[src/rtl/instr_pkg.sv]
// Shared opcode, class, select and state definitions
// for the instruction-mix profiler.
package instr_pkg;

  localparam logic [5:0] OP_RTYPE  = 6'h00;
  localparam logic [5:0] OP_REGIMM = 6'h01;
  localparam logic [5:0] OP_J      = 6'h02;
  localparam logic [5:0] OP_JAL    = 6'h03;
  localparam logic [5:0] OP_BEQ    = 6'h04;
  localparam logic [5:0] OP_BNE    = 6'h05;
  localparam logic [5:0] OP_SB     = 6'h28;
  localparam logic [5:0] OP_SH     = 6'h29;
  localparam logic [5:0] OP_SW     = 6'h2B;

  typedef enum logic [1:0] {
    CLS_R,
    CLS_I,
    CLS_J
  } cls_t;

  localparam int SEL_R      = 0;
  localparam int SEL_I      = 1;
  localparam int SEL_J      = 2;
  localparam int SEL_TOTAL  = 3;
  localparam int SEL_WATCH0 = 4;

  typedef enum logic [1:0] {
    IDLE,
    RUN,
    DONE
  } state_t;

endpackage

[src/rtl/instr_decode.sv]
// Combinational MIPS decode: instruction class and the
// register written, if any, for watch counting.
module instr_decode
  import instr_pkg::*;
(
  input  logic [31:0] instr,
  input  logic        watch_mode,
  output cls_t        cls,
  output logic        dest_valid,
  output logic [4:0]  dest
);

  logic [5:0] op;
  logic       writes;
  logic       unused;

  assign op     = instr[31:26];
  assign unused = ^{instr[25:21], instr[10:0]};

  always_comb begin
    cls    = CLS_I;
    dest   = instr[20:16];
    writes = watch_mode;
    unique case (1'b1)
      (op == OP_RTYPE): begin
        cls    = CLS_R;
        dest   = instr[15:11];
        writes = 1'b1;
      end
      (op == OP_J): begin
        cls    = CLS_J;
        writes = 1'b0;
      end
      (op == OP_JAL): begin
        cls  = CLS_J;
        dest = 5'd31;
      end
      (op == OP_BEQ || op == OP_BNE ||
       op == OP_SB  || op == OP_SH  ||
       op == OP_SW  || op == OP_REGIMM):
        writes = 1'b0;
      default: ;
    endcase
    // $0 is hardwired, so a write to it never counts
    dest_valid = writes && (dest != 5'd0);
  end

endmodule

[src/rtl/instr_mix_profiler.sv]
// Run-controlled instruction-mix profiler with saturating
// counters and a registered LED select mux.
module instr_mix_profiler
  import instr_pkg::*;
#(
  parameter int CNT_W      = 8,
  parameter int NUM_WATCH  = 3,
  parameter int WATCH_BASE = 3,
  parameter int MAX_INSTR  = 8,
  parameter int SEL_W      = 3
) (
  input  logic             clk,
  input  logic             rst_n,
  input  logic             start,
  input  logic             watch_mode,
  input  logic             instr_valid,
  input  logic [31:0]      instr,
  output logic             instr_ready,
  input  logic [SEL_W-1:0] sel,
  output logic [CNT_W-1:0] led,
  output logic             busy,
  output logic             done
);

  localparam int NCNT  = SEL_WATCH0 + NUM_WATCH;
  localparam int ACC_W = $clog2(MAX_INSTR + 1);

  state_t            state;
  logic [ACC_W-1:0]  acc;
  logic [CNT_W-1:0]  cnt [NCNT];
  logic [NCNT-1:0]   inc;
  logic [CNT_W-1:0]  sel_cnt;
  logic              xfer;
  cls_t              cls;
  logic              dest_valid;
  logic [4:0]        dest;

  instr_decode u_decode (
    .instr      (instr),
    .watch_mode (watch_mode),
    .cls        (cls),
    .dest_valid (dest_valid),
    .dest       (dest)
  );

  // a start in the same cycle wins over the transfer
  assign xfer = instr_valid && (state == RUN) && !start;

  always_comb begin
    inc = '0;
    if (xfer) begin
      inc[SEL_R]     = (cls == CLS_R);
      inc[SEL_I]     = (cls == CLS_I);
      inc[SEL_J]     = (cls == CLS_J);
      inc[SEL_TOTAL] = 1'b1;
      for (int k = 0; k < NUM_WATCH; k++)
        inc[SEL_WATCH0+k] = dest_valid &&
          (dest == 5'(WATCH_BASE + k));
    end
  end

  always_comb begin
    sel_cnt = '0;
    for (int i = 0; i < NCNT; i++)
      if (sel == SEL_W'(i))
        sel_cnt = cnt[i];
  end

  always_ff @(posedge clk or negedge rst_n) begin
    if (!rst_n) begin
      state       <= IDLE;
      acc         <= '0;
      led         <= '0;
      instr_ready <= 1'b0;
      busy        <= 1'b0;
      done        <= 1'b0;
      for (int i = 0; i < NCNT; i++)
        cnt[i] <= '0;
    end else begin
      led <= sel_cnt;
      if (start) begin
        state       <= RUN;
        acc         <= '0;
        instr_ready <= 1'b1;
        busy        <= 1'b1;
        done        <= 1'b0;
        for (int i = 0; i < NCNT; i++)
          cnt[i] <= '0;
      end else if (xfer) begin
        acc <= acc + 1'b1;
        for (int i = 0; i < NCNT; i++)
          if (inc[i] && (cnt[i] != '1))
            cnt[i] <= cnt[i] + 1'b1;
        if (acc == ACC_W'(MAX_INSTR - 1)) begin
          state       <= DONE;
          instr_ready <= 1'b0;
          busy        <= 1'b0;
          done        <= 1'b1;
        end
      end
    end
  end

endmodule

[config.mk]
export PLATFORM = sky130hd
export DESIGN_NAME = instr_mix_profiler
export DESIGN_NICKNAME = d
export VERILOG_FILES = /design/src/rtl/instr_pkg.sv /design/src/rtl/instr_decode.sv /design/src/rtl/instr_mix_profiler.sv
export SDC_FILE = /design/constraint.sdc
export NUM_CORES = 1
export LEC_CHECK = 0
export CORE_MARGIN = 10
export CORE_UTILIZATION = 45
export CTS_CLUSTER_SIZE = 25
export DETAILED_ROUTE_END_ITERATION = 10
export PLACE_DENSITY = 0.79
export SLEW_MARGIN = 15
export SYNTH_ARGS = -nofsm -noshare
export SYNTH_HDL_FRONTEND = slang
export SYNTH_HIERARCHICAL = 1
export SYNTH_SLANG_ARGS = --single-unit
export TNS_END_PERCENT = 1
[constraint.sdc]
create_clock -name clk -period 2.34 [get_ports clk]
set_clock_uncertainty 0.15 [all_clocks]
set_input_delay 0.585 -clock clk [delete_from_list [all_inputs] [get_ports clk]]
set_output_delay 0.585 -clock clk [all_outputs]
set_load 0.01 [all_outputs]
==> reports/qor.yml <==
run_status:
  outcome: "complete, but fails checks"
  violations: "setup timing"
power:
  p_leak_nw: 2.28
  ir_drop_mv: 0.318
  power.density_nw_per_um2: 485
critical_path:
  start_kind: "primary input"
  worstPathRequired_ps: 2470
  critPathKind: "primary input to flop"
  slowest_delay_ps: 520
  end_kind: "flop"
  slowest_stage: "or4_4"
  cp.arrival_ps: 3770
  critPathMaxFanout: 7
  crit_path_frequent_cell: "or4_4"
  cp_cell_sequence: "buf_6 > or4_4 > or3_4 > mux2_4 > a221oi_4 > or3b_4 > or4_4 > buf_6 > or4_4 > a21oi_2"
placed_design:
  postPlaceCellArea_um2: 5030
  dp_hpwl_mm: 7.99
  port_buffers: 34
  place.gp.congestion: 0.856
cells_and_area:
  final_cell_area_um2: 5500
  multiInputGateArea_um2: 2500
  nets: 587
  regArea_um2: 1750
  n_antenna_cell: 0
  layout-drive-gt1-share: 0.206
  fill_cells: 764
  syn2layout_area_growth_pct: 28.4
global_route:
  grt_pass1_wl_mm: 19.0
  antenna_found_initial: 0
  grt.total_usage: 0.160
  grt_pass1_vias: 3999
  grt_overflow: 0
  grt_max_degree: 71
floorplanning:
  coreArea_um2: 9240
  start_util: 0.464
  die_w_um: 118
  die-area_um2: 13800
  rows: 35
  die_h_um: 118
  io_pins: 51
clocking:
  cts_max_level: 3
  clock_path_buffers: 2
  clk_pin_slew_ps: 70
  hold_buffers: 0
  cts_sinks: 70
  clk_latency_ps: 350
  clock-root-buffer: "clkbuf_8"
  tritoncts: "done"
  cts_buffers: 9
detailed_routing:
  route.met3.wl_um: 619
  antenna_left: 0
  drt-total-wl_mm: 11.4
  dr.pass1.iters: 5
  routed-wl-met2_mm: 5.72
  met1Wirelength_mm: 4.67
  vias_per_cell: 6.00
  via_count: 4036
  drc: 0
  drt_iter0_drc: 334
  wl_per_cell_um: 16.9
  top_layer_used: "met4"
logic_synthesis:
  syn_nets: 513
  synth_edf_count: 0
  yosys_warnings: 6
  syn_area_per_cell_um2: 9.21
  synth_area_um2: 4280
  syn_inst: 465
  synth_top_family_by_area: "simple AND/OR/NAND/NOR gates"
  synth_cell_types: 57
  synth_adder_area_share: 0.0234
  synth_simple_gate_area_frac: 0.237
  async_flop_share: 1.00
  synth_xor_area_frac: 0.0286
  ys.flop_type: "dfrtp_1"
  synth-seq-area-share: 0.409
  synth_mux_area_frac: 0.0716
  synth_compound_area_frac: 0.192
  ys_ff_latch: 70
sta:
  post-route-period-util: 1.56
  final-setup-viol-count: 45
  hold_violations: 0
  max_freq_ghz: 0.275
  final_max_slew_viol_count: 0
  hold-worst-slack_ps: 87.9
  fin_crit_ps: 3640
  tns_ps: -31930
  setup_slack_ps: -1300
  worst-slew-pin-transition_ps: 936
  rsz0062_at_grt: "true"
  relSlewSlack: 0.374
flow_run:
  maxCapViolations: 0
worst_hold_path:
  min_path_type: "primary input to asynchronous set/reset pin"
registers in the layout, indices dropped and copies added (netlist names):
register	cells
led	8
acc	4
state	1
done	1
cnt	56
cell type report:
class | count | area share
clock buffers | 13 | 0.0307
clock inverters | 3 | 0.0118
inverters | 12 | 0.00819
multi-input cells | 357 | 0.454
flip-flops and latches | 70 | 0.318
well taps | 129 | 0.0293
repair buffers | 89 | 0.147
Yosys cell counts (all sizes together), types with 6 or more instances:
| library cell | n | area share |
|---|---|---|
| a22oi | 7 | 0.012 |
| and3 | 6 | 0.0088 |
| o31ai | 13 | 0.023 |
| or3 | 16 | 0.023 |
| nand2 | 27 | 0.024 |
| mux2 | 10 | 0.027 |
| o41ai | 6 | 0.012 |
| nor2 | 37 | 0.032 |
| nand2b | 7 | 0.010 |
| dfrtp | 70 | 0.41 |
| inv | 12 | 0.011 |
| o211ai | 6 | 0.011 |
| or4 | 22 | 0.040 |
| nor2b | 7 | 0.010 |
| ha | 8 | 0.023 |
| a21oi | 41 | 0.048 |
| nand3 | 22 | 0.026 |
| a22o | 7 | 0.014 |
| xor2 | 10 | 0.020 |
| mux2i | 19 | 0.044 |
| clkbuf | 21 | 0.018 |
| o21ai | 17 | 0.020 |
| nand4 | 13 | 0.019 |
final timing paths:
| kind | start | end | slack (ps) | cells after the start |
|---|---|---|---|---|
| min reg2reg | acc[3]$_DFFE_PN0P_ | acc[3]$_DFFE_PN0P_ | 400 | 2 |
| max in group asynchronous | rst_n | cnt[13]$_DFFE_PN0P_ | 1630 | 2 |
| max | instr[31] | cnt[6]$_DFFE_PN0P_ | -1300 | 10 |
| min | rst_n | acc[2]$_DFFE_PN0P_ | 90 | 2 |
| min in group clk | acc[3]$_DFFE_PN0P_ | acc[3]$_DFFE_PN0P_ | 400 | 2 |
| max reg2reg | done$_DFFE_PN0P_ | cnt[6]$_DFFE_PN0P_ | 100 | 5 |
cell usage in the layout, fill, tap and decap left out, types with 5 or more instances in the layout:
master / instances
o41ai_1: 5
o21ai_0: 17
and3_1: 6
a21oi_1: 38
nor2b_1: 5
mux2i_1: 19
xor2_1: 9
nand2_1: 27
inv_1: 12
or4_1: 18
clkdlybuf4s50_1: 28
a22oi_1: 7
dfrtp_1: 70
nand3_1: 22
mux2_2: 8
o211ai_1: 6
nor2_1: 35
o31ai_1: 10
ha_1: 8
buf_4: 42
a21o_1: 5
nand2b_1: 7
clkbuf_8: 12
nand4_1: 13
a22o_1: 7
buf_6: 12
or3_1: 15
per-layer routing:
| metal | GRT usage | vias up |
|---|---|---|
| met1 | 0.191 | 1947 |
| met5 | 0 | - |
| li1 | - | 1902 |
| met4 | 0.0734 | 0 |
| met3 | 0.0283 | 28 |
| met2 | 0.272 | 159 |
logic make-up (layout without fill, tap and decap cells):
logic type      count (synthesis)  in the layout
simple gates                  182            182
flops                          70             70
fa+ha+maj                       8              8
mux                            29             29
xor+xnor                       14             14
compound gates                124            124
buf+inv                        38            117
worst max-delay path, delay by kind of cell:
family          cells  cell delay [ps]
buf+inv             2              250
compound gates      2              370
simple gates        5             2240
mux                 1              320
timing repair:
item	4_1_cts	5_1_grt
resized for setup	40	13
setup endpoints to repair	48	45
pin swaps	24	6
gates cloned	0	0
setup buffers	11	0
per-stage QoR:
| stage | setup WS (ps) | std cells | util | power [mW] |
|---|---|---|---|---|
| after CTS | -1320 | 673 | 0.588 | 2.68 |
| after detailed placement | -2090 | 646 | 0.545 | 1.53 |
| after global placement | -2000 | 646 | 0.545 | 1.52 |
| after global routing | -1370 | 673 | 0.595 | 2.76 |
| final | -1300 | 673 | 0.595 | 2.67 |
| after floorplan | -1630 | 465 | - | 1.38 |
report_power, final:
part	switching, mW	total [mW]	internal [mW]	leakage (nW)
logic	0.147	0.291	0.144	1.19
registers	0.0200	1.24	1.22	0.967
clock network	0.448	1.13	0.686	0.120
Note: power is estimated with default switching activity, not from simulation.
